<file path="config.mk">
export PLATFORM = sky130hd
export DESIGN_NAME = alu_decode_stage
export DESIGN_NICKNAME = d
export VERILOG_FILES = /design/src/rtl/alu_decode_stage.sv
export SDC_FILE = /design/constraint.sdc
export NUM_CORES = 1
export LEC_CHECK = 0
export CAP_MARGIN = 20
export CELL_PAD_IN_SITES_DETAIL_PLACEMENT = 2
export CELL_PAD_IN_SITES_GLOBAL_PLACEMENT = 2
export CORE_MARGIN = 3
export CORE_UTILIZATION = 35
export DETAILED_ROUTE_END_ITERATION = 6
export DONT_BUFFER_PORTS = 1
export GPL_ROUTABILITY_DRIVEN = 0
export PLACE_DENSITY_LB_ADDON = 0.2
export SYNTH_ARGS = -nofsm -noshare
export SYNTH_HDL_FRONTEND = slang
export SYNTH_SLANG_ARGS = --single-unit
</file>
<file path="constraint.sdc">
create_clock -name clk -period 3 [get_ports clk]
set_input_delay 0.75 -clock clk [delete_from_list [all_inputs] [get_ports clk]]
set_output_delay 0.75 -clock clk [all_outputs]
set_load 0.05 [all_outputs]
</file>
<file path="src/rtl/alu_decode_stage.sv">
// ---------------------------------------------------------------------------
// alu_decode_stage
//   ID->EX stage of the rv32 pipeline. It decodes one RV32I instruction per
//   cycle into the ALU select code, the operand-source selects, the immediate
//   and the control enables that EX consumes. The result is then registered
//   into the ID/EX pipeline register.
//
//   Handshake: the stage accepts an instruction on a cycle when id_ready is 1.
//   A flush always accepts, because the incoming word is dropped for a
//   bubble. A stall without a flush holds the register, so id_ready is 0 on
//   that cycle.
//
// Ports
//   clk, rst            rising-edge clock, synchronous active-high reset
//   id_valid/_instr/_pc incoming instruction word, its pc and a valid flag
//   ex_stall, ex_flush  hold the EX register / load a bubble (flush wins)
//   id_ready            combinational: !ex_stall | ex_flush
//   ex_*                registered decode results (see port list)
// ---------------------------------------------------------------------------
module alu_decode_stage #(
  parameter int unsigned XLEN         = 32,
  parameter bit          NOP_ON_FENCE = 1'b1
) (
  input  logic            clk,
  input  logic            rst,
  input  logic            id_valid,
  input  logic [31:0]     id_instr,
  input  logic [XLEN-1:0] id_pc,
  input  logic            ex_stall,
  input  logic            ex_flush,
  output logic            id_ready,
  output logic            ex_valid,
  output logic            ex_illegal,
  output logic [3:0]      ex_alu_sel,
  output logic [1:0]      ex_src1_sel,
  output logic            ex_src2_sel,
  output logic [XLEN-1:0] ex_imm,
  output logic [4:0]      ex_rs1,
  output logic [4:0]      ex_rs2,
  output logic [4:0]      ex_rd,
  output logic [XLEN-1:0] ex_pc,
  output logic            ex_reg_write,
  output logic            ex_mem_read,
  output logic            ex_mem_write,
  output logic [2:0]      ex_mem_size,
  output logic            ex_branch,
  output logic [2:0]      ex_branch_type,
  output logic            ex_jump
);

  localparam logic [3:0] ALU_AND   = 4'b0000;
  localparam logic [3:0] ALU_OR    = 4'b0001;
  localparam logic [3:0] ALU_ADD   = 4'b0010;
  localparam logic [3:0] ALU_SUB   = 4'b0011;
  localparam logic [3:0] ALU_SLTU  = 4'b0100;
  localparam logic [3:0] ALU_UPPER = 4'b0111;
  localparam logic [3:0] ALU_SLL   = 4'b1000;
  localparam logic [3:0] ALU_XOR   = 4'b1001;
  localparam logic [3:0] ALU_SLT   = 4'b1011;

  localparam logic [6:0] OP_R      = 7'b0110011;
  localparam logic [6:0] OP_IMM    = 7'b0010011;
  localparam logic [6:0] OP_LUI    = 7'b0110111;
  localparam logic [6:0] OP_AUIPC  = 7'b0010111;
  localparam logic [6:0] OP_LOAD   = 7'b0000011;
  localparam logic [6:0] OP_STORE  = 7'b0100011;
  localparam logic [6:0] OP_BRANCH = 7'b1100011;
  localparam logic [6:0] OP_JAL    = 7'b1101111;
  localparam logic [6:0] OP_JALR   = 7'b1100111;
  localparam logic [6:0] OP_FENCE  = 7'b0001111;

  typedef struct packed {
    logic            valid;
    logic            illegal;
    logic [3:0]      alu_sel;
    logic [1:0]      src1_sel;
    logic            src2_sel;
    logic [XLEN-1:0] imm;
    logic [4:0]      rs1;
    logic [4:0]      rs2;
    logic [4:0]      rd;
    logic [XLEN-1:0] pc;
    logic            reg_write;
    logic            mem_read;
    logic            mem_write;
    logic [2:0]      mem_size;
    logic            branch;
    logic [2:0]      branch_type;
    logic            jump;
  } ex_reg_t;

  ex_reg_t dec;
  ex_reg_t ex_d;
  ex_reg_t ex_q;
  logic    legal;

  logic [6:0] opcode;
  logic [2:0] funct3;
  logic [6:0] funct7;
  logic [XLEN-1:0] imm_i, imm_s, imm_b, imm_j, imm_u;

  assign opcode = id_instr[6:0];
  assign funct3 = id_instr[14:12];
  assign funct7 = id_instr[31:25];

  assign imm_i = {{(XLEN-12){id_instr[31]}}, id_instr[31:20]};
  assign imm_s = {{(XLEN-12){id_instr[31]}}, id_instr[31:25], id_instr[11:7]};
  assign imm_b = {{(XLEN-13){id_instr[31]}}, id_instr[31], id_instr[7],
                  id_instr[30:25], id_instr[11:8], 1'b0};
  assign imm_j = {{(XLEN-21){id_instr[31]}}, id_instr[31], id_instr[19:12],
                  id_instr[20], id_instr[30:21], 1'b0};
  // U immediate is left unshifted: the ALU's UPPER op applies the <<12.
  assign imm_u = {{(XLEN-20){1'b0}}, id_instr[31:12]};

  // Shared funct3 -> ALU code map of the register and immediate ALU ops.
  // funct3 101 (right shifts) has no ALU op and is rejected by the callers.
  function automatic logic [3:0] alu_of_funct3(input logic [2:0] f3,
                                               input logic       sub);
    case (f3)
      3'b000:  alu_of_funct3 = sub ? ALU_SUB : ALU_ADD;
      3'b001:  alu_of_funct3 = ALU_SLL;
      3'b010:  alu_of_funct3 = ALU_SLT;
      3'b011:  alu_of_funct3 = ALU_SLTU;
      3'b100:  alu_of_funct3 = ALU_XOR;
      3'b110:  alu_of_funct3 = ALU_OR;
      default: alu_of_funct3 = ALU_AND;
    endcase
  endfunction

  // Combinational decode of id_instr.
  always_comb begin
    dec     = '0;
    legal   = 1'b0;
    dec.rs1 = id_instr[19:15];
    dec.rs2 = id_instr[24:20];
    dec.rd  = id_instr[11:7];
    case (opcode)
      OP_R: begin
        legal = ((funct7 == 7'b0000000) && (funct3 != 3'b101)) ||
                ((funct7 == 7'b0100000) && (funct3 == 3'b000));
        dec.alu_sel   = alu_of_funct3(funct3, funct7[5]);
        dec.reg_write = 1'b1;
      end
      OP_IMM: begin
        legal = (funct3 != 3'b101) && ((funct3 != 3'b001) || (funct7 == 7'b0));
        dec.alu_sel   = alu_of_funct3(funct3, 1'b0);
        dec.src2_sel  = 1'b1;
        dec.imm       = imm_i;
        dec.reg_write = 1'b1;
      end
      OP_LUI, OP_AUIPC: begin
        legal         = 1'b1;
        dec.alu_sel   = ALU_UPPER;
        dec.src1_sel  = (opcode == OP_LUI) ? 2'b10 : 2'b01;
        dec.src2_sel  = 1'b1;
        dec.imm       = imm_u;
        dec.reg_write = 1'b1;
      end
      OP_LOAD: begin
        legal = (funct3 != 3'b011) && (funct3 != 3'b110) && (funct3 != 3'b111);
        dec.alu_sel   = ALU_ADD;
        dec.src2_sel  = 1'b1;
        dec.imm       = imm_i;
        dec.mem_read  = 1'b1;
        dec.reg_write = 1'b1;
        dec.mem_size  = funct3;
      end
      OP_STORE: begin
        legal = (funct3 <= 3'b010);
        dec.alu_sel   = ALU_ADD;
        dec.src2_sel  = 1'b1;
        dec.imm       = imm_s;
        dec.mem_write = 1'b1;
        dec.mem_size  = funct3;
      end
      OP_BRANCH: begin
        legal = (funct3 != 3'b010) && (funct3 != 3'b011);
        // EQ/NE use the SUB zero flag; signed and unsigned compares use SLT/SLTU.
        dec.alu_sel     = funct3[2] ? (funct3[1] ? ALU_SLTU : ALU_SLT) : ALU_SUB;
        dec.imm         = imm_b;
        dec.branch      = 1'b1;
        dec.branch_type = funct3;
      end
      OP_JAL: begin
        legal         = 1'b1;
        dec.alu_sel   = ALU_ADD;
        dec.src1_sel  = 2'b01;
        dec.src2_sel  = 1'b1;
        dec.imm       = imm_j;
        dec.jump      = 1'b1;
        dec.reg_write = 1'b1;
      end
      OP_JALR: begin
        legal         = (funct3 == 3'b000);
        dec.alu_sel   = ALU_ADD;
        dec.src2_sel  = 1'b1;
        dec.imm       = imm_i;
        dec.jump      = 1'b1;
        dec.reg_write = 1'b1;
      end
      OP_FENCE: begin
        legal = NOP_ON_FENCE;
      end
      default: legal = 1'b0;  // includes SYSTEM and instr[1:0] != 11
    endcase
    if (dec.rd == 5'd0) dec.reg_write = 1'b0;
    dec.valid = 1'b1;
    // Unsupported work still travels down the pipe so EX can trap on it,
    // but it carries only its pc and the illegal flag.
    if (!legal) begin
      dec         = '0;
      dec.valid   = 1'b1;
      dec.illegal = 1'b1;
    end
    dec.pc = id_pc;
  end

  // Update priority: flush, then stall (hold), then load or bubble.
  always_comb begin
    ex_d = ex_q;
    if (ex_flush)      ex_d = '0;
    else if (ex_stall) ex_d = ex_q;
    else if (id_valid) ex_d = dec;
    else               ex_d = '0;
  end

  always_ff @(posedge clk) begin
    if (rst) ex_q <= '0;
    else     ex_q <= ex_d;
  end

  assign id_ready       = !ex_stall || ex_flush;
  assign ex_valid       = ex_q.valid;
  assign ex_illegal     = ex_q.illegal;
  assign ex_alu_sel     = ex_q.alu_sel;
  assign ex_src1_sel    = ex_q.src1_sel;
  assign ex_src2_sel    = ex_q.src2_sel;
  assign ex_imm         = ex_q.imm;
  assign ex_rs1         = ex_q.rs1;
  assign ex_rs2         = ex_q.rs2;
  assign ex_rd          = ex_q.rd;
  assign ex_pc          = ex_q.pc;
  assign ex_reg_write   = ex_q.reg_write;
  assign ex_mem_read    = ex_q.mem_read;
  assign ex_mem_write   = ex_q.mem_write;
  assign ex_mem_size    = ex_q.mem_size;
  assign ex_branch      = ex_q.branch;
  assign ex_branch_type = ex_q.branch_type;
  assign ex_jump        = ex_q.jump;

endmodule

</file>
==> metrics.json <==
{
  "htree_levels": {"value": 3},
  "first_element_of_the_critical_path": {"value": "id_instr[26]"},
  "synth_cell_types": {"value": 59},
  "synth_area": {"value": 3710, "unit": "µm²"},
  "first_global_vias": {"value": 3279},
  "syn_nets": {"value": 465},
  "initial_utilization": {"value": 37.0, "unit": "%"},
  "fin_crit_sh": {"value": 77.2, "unit": "%"},
  "clock_sinks": {"value": 88},
  "final_net_count": {"value": 436},
  "tritoncts_buffer_count": {"value": 9},
  "timing.max_slew.rel_slack": {"value": 53.6, "unit": "%"},
  "final.setup.tns": {"value": 0, "unit": "ns"},
  "power.leakage": {"value": 1.32, "unit": "nW"},
  "timing.hold.worst.start": {"value": "id_instr[10]"},
  "cts_setup_buffers": {"value": 0},
  "synth_async_sr_flop_share": {"value": 0, "unit": "%"},
  "share_clk_of_total_power": {"value": 38.5, "unit": "%"},
  "rows": {"value": 36},
  "place.port_buffers": {"value": 0},
  "start_kind": {"value": "input port"},
  "avgRoutedWirePerCell": {"value": 23.5, "unit": "µm"},
  "routed_via_density": {"value": 5.98},
  "dpl.cell_count": {"value": 489},
  "cts_root_buffer": {"value": "clkbuf_8"},
  "die_height": {"value": 109, "unit": "µm"},
  "worstPathMaxFanout": {"value": 23},
  "run_status": {"value": "completed"},
  "floorplan.die_area": {"value": 11900, "unit": "µm²"},
  "globalRouteOverflowTotal": {"value": 0},
  "largest_net_degree_at_the_start_of_global_routing": {"value": 47},
  "drc_errors": {"value": 0},
  "final_hold_viol_count": {"value": 0},
  "tightestPinTransition": {"value": 0.696, "unit": "ns"},
  "setup-violations-final": {"value": 0},
  "timing.rr.start": {"value": "ex_branch_type[1]"},
  "post-route-util": {"value": 38.7, "unit": "%"},
  "required": {"value": 3.29, "unit": "ns"},
  "cts_resized": {"value": 0},
  "grt.met2_usage": {"value": 32.0, "unit": "%"},
  "num-fill-cells": {"value": 1112},
  "share_seq_of_total_power": {"value": 56.9, "unit": "%"},
  "met3_usage": {"value": 9.06, "unit": "%"},
  "cts.hold.buffers_added": {"value": 0},
  "timing.max_cap.violations": {"value": 0},
  "final_antenna_net_count": {"value": 0},
  "synth.yosys.warnings": {"value": 0},
  "synth_enable_flop_cells": {"value": 0},
  "drive_above_1_share": {"value": 9.95, "unit": "%"},
  "peak_freq": {"value": 0.432, "unit": "GHz"},
  "net-switching-power": {"value": 0.589, "unit": "mW"},
  "synth_cells": {"value": 396},
  "area_delta_synth_final": {"value": 4.58, "unit": "%"},
  "track_usage": {"value": 19.8, "unit": "%"},
  "maxSlewViolCount": {"value": 0},
  "p_comb_share": {"value": 4.7, "unit": "%"},
  "worst_hold_path_type": {"value": "input port to register"},
  "tritoncts": {"value": "done"},
  "setup.worst_path.class": {"value": "input port to register"},
  "initial_antenna_violation_count": {"value": 0},
  "peak_vdd_ir": {"value": 221, "unit": "µV"},
  "cts-root-to-sink-buffers": {"value": 2},
  "synth-main-ff-cell": {"value": "dfxtp_1"},
  "diodes_inserted": {"value": 0},
  "met1_usage": {"value": 23.4, "unit": "%"},
  "global_route.peak_usage_layer": {"value": "met2"},
  "avgSynthCellArea": {"value": 9.37, "unit": "µm²"},
  "place_hpwl": {"value": 8.55, "unit": "mm"},
  "finalCriticalPeriod": {"value": 2.32, "unit": "ns"},
  "totalWireLength": {"value": 11.9, "unit": "mm"},
  "portion_of_the_post_synthesis_area_used_by_sequential_elements": {"value": 47.5, "unit": "%"},
  "core_area": {"value": 10000, "unit": "µm²"},
  "cellInternalPower": {"value": 1.55, "unit": "mW"},
  "sw_frac_of_total": {"value": 27.5, "unit": "%"},
  "critPathArrivalTime": {"value": 2.61, "unit": "ns"},
  "non_filler_instances": {"value": 505},
  "yosys_register_bits": {"value": 88},
  "rsz0062_at_grt": {"value": "false"},
  "boundaryPins": {"value": 169},
  "worst_clock_skew": {"value": 0, "unit": "ns"},
  "vias": {"value": 3018},
  "clk_pin_slew": {"value": 0.10, "unit": "ns"},
  "detail_route.first_pass.iterations": {"value": 4},
  "drt-initial-drc-count": {"value": 182},
  "grt_pass1_wl": {"value": 18.0, "unit": "mm"},
  "clock_latency": {"value": 0.36, "unit": "ns"},
  "final.hold.worst_slack": {"value": 0.507, "unit": "ns"},
  "powerDensity": {"value": 552, "unit": "nW/µm²"},
  "critical_path.endpoint_type": {"value": "register"},
  "die_w": {"value": 109, "unit": "µm"}
}
==> path summary, 6_finish.rpt <==
path | cells past startpoint | to | slack (ns)
setup / recovery | 6 | ex_imm[30] | 0.68
setup reg to reg | 2 | ex_branch_type[1] | 1.97
hold reg to reg | 2 | ex_imm[8] | 0.71
hold / removal | 1 | ex_rd[3] | 0.51
==> registers in the layout (all words and copies together), names as in the netlist, 2 cells and up <==
name and flops:
ex_pc 32, ex_imm 21, ex_rd 5, ex_rs1 5, ex_rs2 5, ex_alu_sel 4, ex_branch_type 3, ex_mem_size 3
ex_src1_sel 2
==> cells in the mapped netlist, types with 2 or more instances <==
cell      number  area (µm²)
a21o_1         2        15.0
a21oi_1        5        25.0
a221oi_1       7        61.3
a222oi_1       5        50.1
a22o_1        24         210
a22oi_1       40         300
a32o_1         2        20.0
a32o_2         3        33.8
a32oi_1        2        17.5
and2_1         5        31.3
and3_1         3        18.8
buf_1          2        7.51
buf_12         2        40.0
buf_2          3        15.0
buf_4         11        82.6
buf_6          3        33.8
clkbuf_1      26        97.6
dfxtp_1       88        1760
inv_1          4        15.0
nand2_1       28         105
nand2b_1       3        18.8
nand3_1        5        25.0
nor2_1        50         188
nor2b_1        2        12.5
nor3_1         2        10.0
nor4_1         2        12.5
o21a_1         3        22.5
o21ai_0       11        55.1
o21ai_1       20         100
or2_1          2        12.5
or3_1          2        12.5
xnor2_1        2        17.5
==> worst max-delay path, cell delays in order <==
cell      delay, ns
nor4_1         0.50
nand3_1        0.24
a311oi_4       0.44
o31a_1         0.31
buf_12         0.20
a32o_1         0.18
==> power groups by stage <==
stage / Sequential [mW] / Combinational, mW / Clock, mW
2_1_floorplan: 1.24 / 0.103 / 0
3_3_place_gp: 1.25 / 0.0977 / 0
3_5_place_dp: 1.25 / 0.102 / 0
4_1_cts: 1.22 / 0.102 / 0.859
5_1_grt: 1.22 / 0.114 / 0.913
6_report: 1.22 / 0.100 / 0.824
==> cell families after synthesis <==
family | Yosys count | synth area share (%)
compound gates | 138 | 28.7
xor+xnor | 3 | 0.708
flops | 88 | 47.5
simple gates | 116 | 15.3
buf+inv | 51 | 7.85
==> cell usage in the layout, fill, tap and decap left out, types with 3 or more instances in the layout <==
cell      Yosys  layout
a21oi_1       5       5
a221oi_1      7       7
a222oi_1      5       5
a22o_1       24      24
a22oi_1      40      40
a32o_2        3       3
and2_1        5       4
and3_1        3       3
buf_4        11       5
clkbuf_8      0      10
dfxtp_1      88      87
inv_1         4       4
inv_6         0       3
nand2_1      28      28
nand2b_1      3       3
nand3_1       5       5
nor2_1       50      50
o21a_1        3       3
o21ai_0      11      11
o21ai_1      20      20
==> area by class of cell <==
| class | instances | area, µm² | area share, % |
|---|---|---|---|
| flip-flops and latches | 88 | 1770 | 45.5 |
| multi-input cells | 257 | 1660 | 42.8 |
| well taps | 133 | 166 | 4.29 |
| clock buffers | 10 | 138 | 3.54 |
| repair buffers | 7 | 85.1 | 2.19 |
| clock inverters | 6 | 50.0 | 1.29 |
| inverters | 4 | 15.0 | 0.387 |
==> stage by stage <==
step	worst slack [ns]	cell area (µm²)	power [mW]
2_1_floorplan	0.543	3710	1.35
3_3_place_gp	0.386	3690	1.34
3_5_place_dp	0.341	3690	1.35
4_1_cts	0.706	3880	2.18
5_1_grt	0.521	3880	2.25
6_report	0.685	3880	2.14
==> routing by layer <==
metal	vias to the layer above	part of all wire [%]	wire [µm]
li1	1388	-	-
met1	1491	40	4710
met2	129	47	5520
met3	10	13	1490
met4	0	1.0	121
met5	-	0	0
No activity file was read; power rests on OpenSTA's default activity.
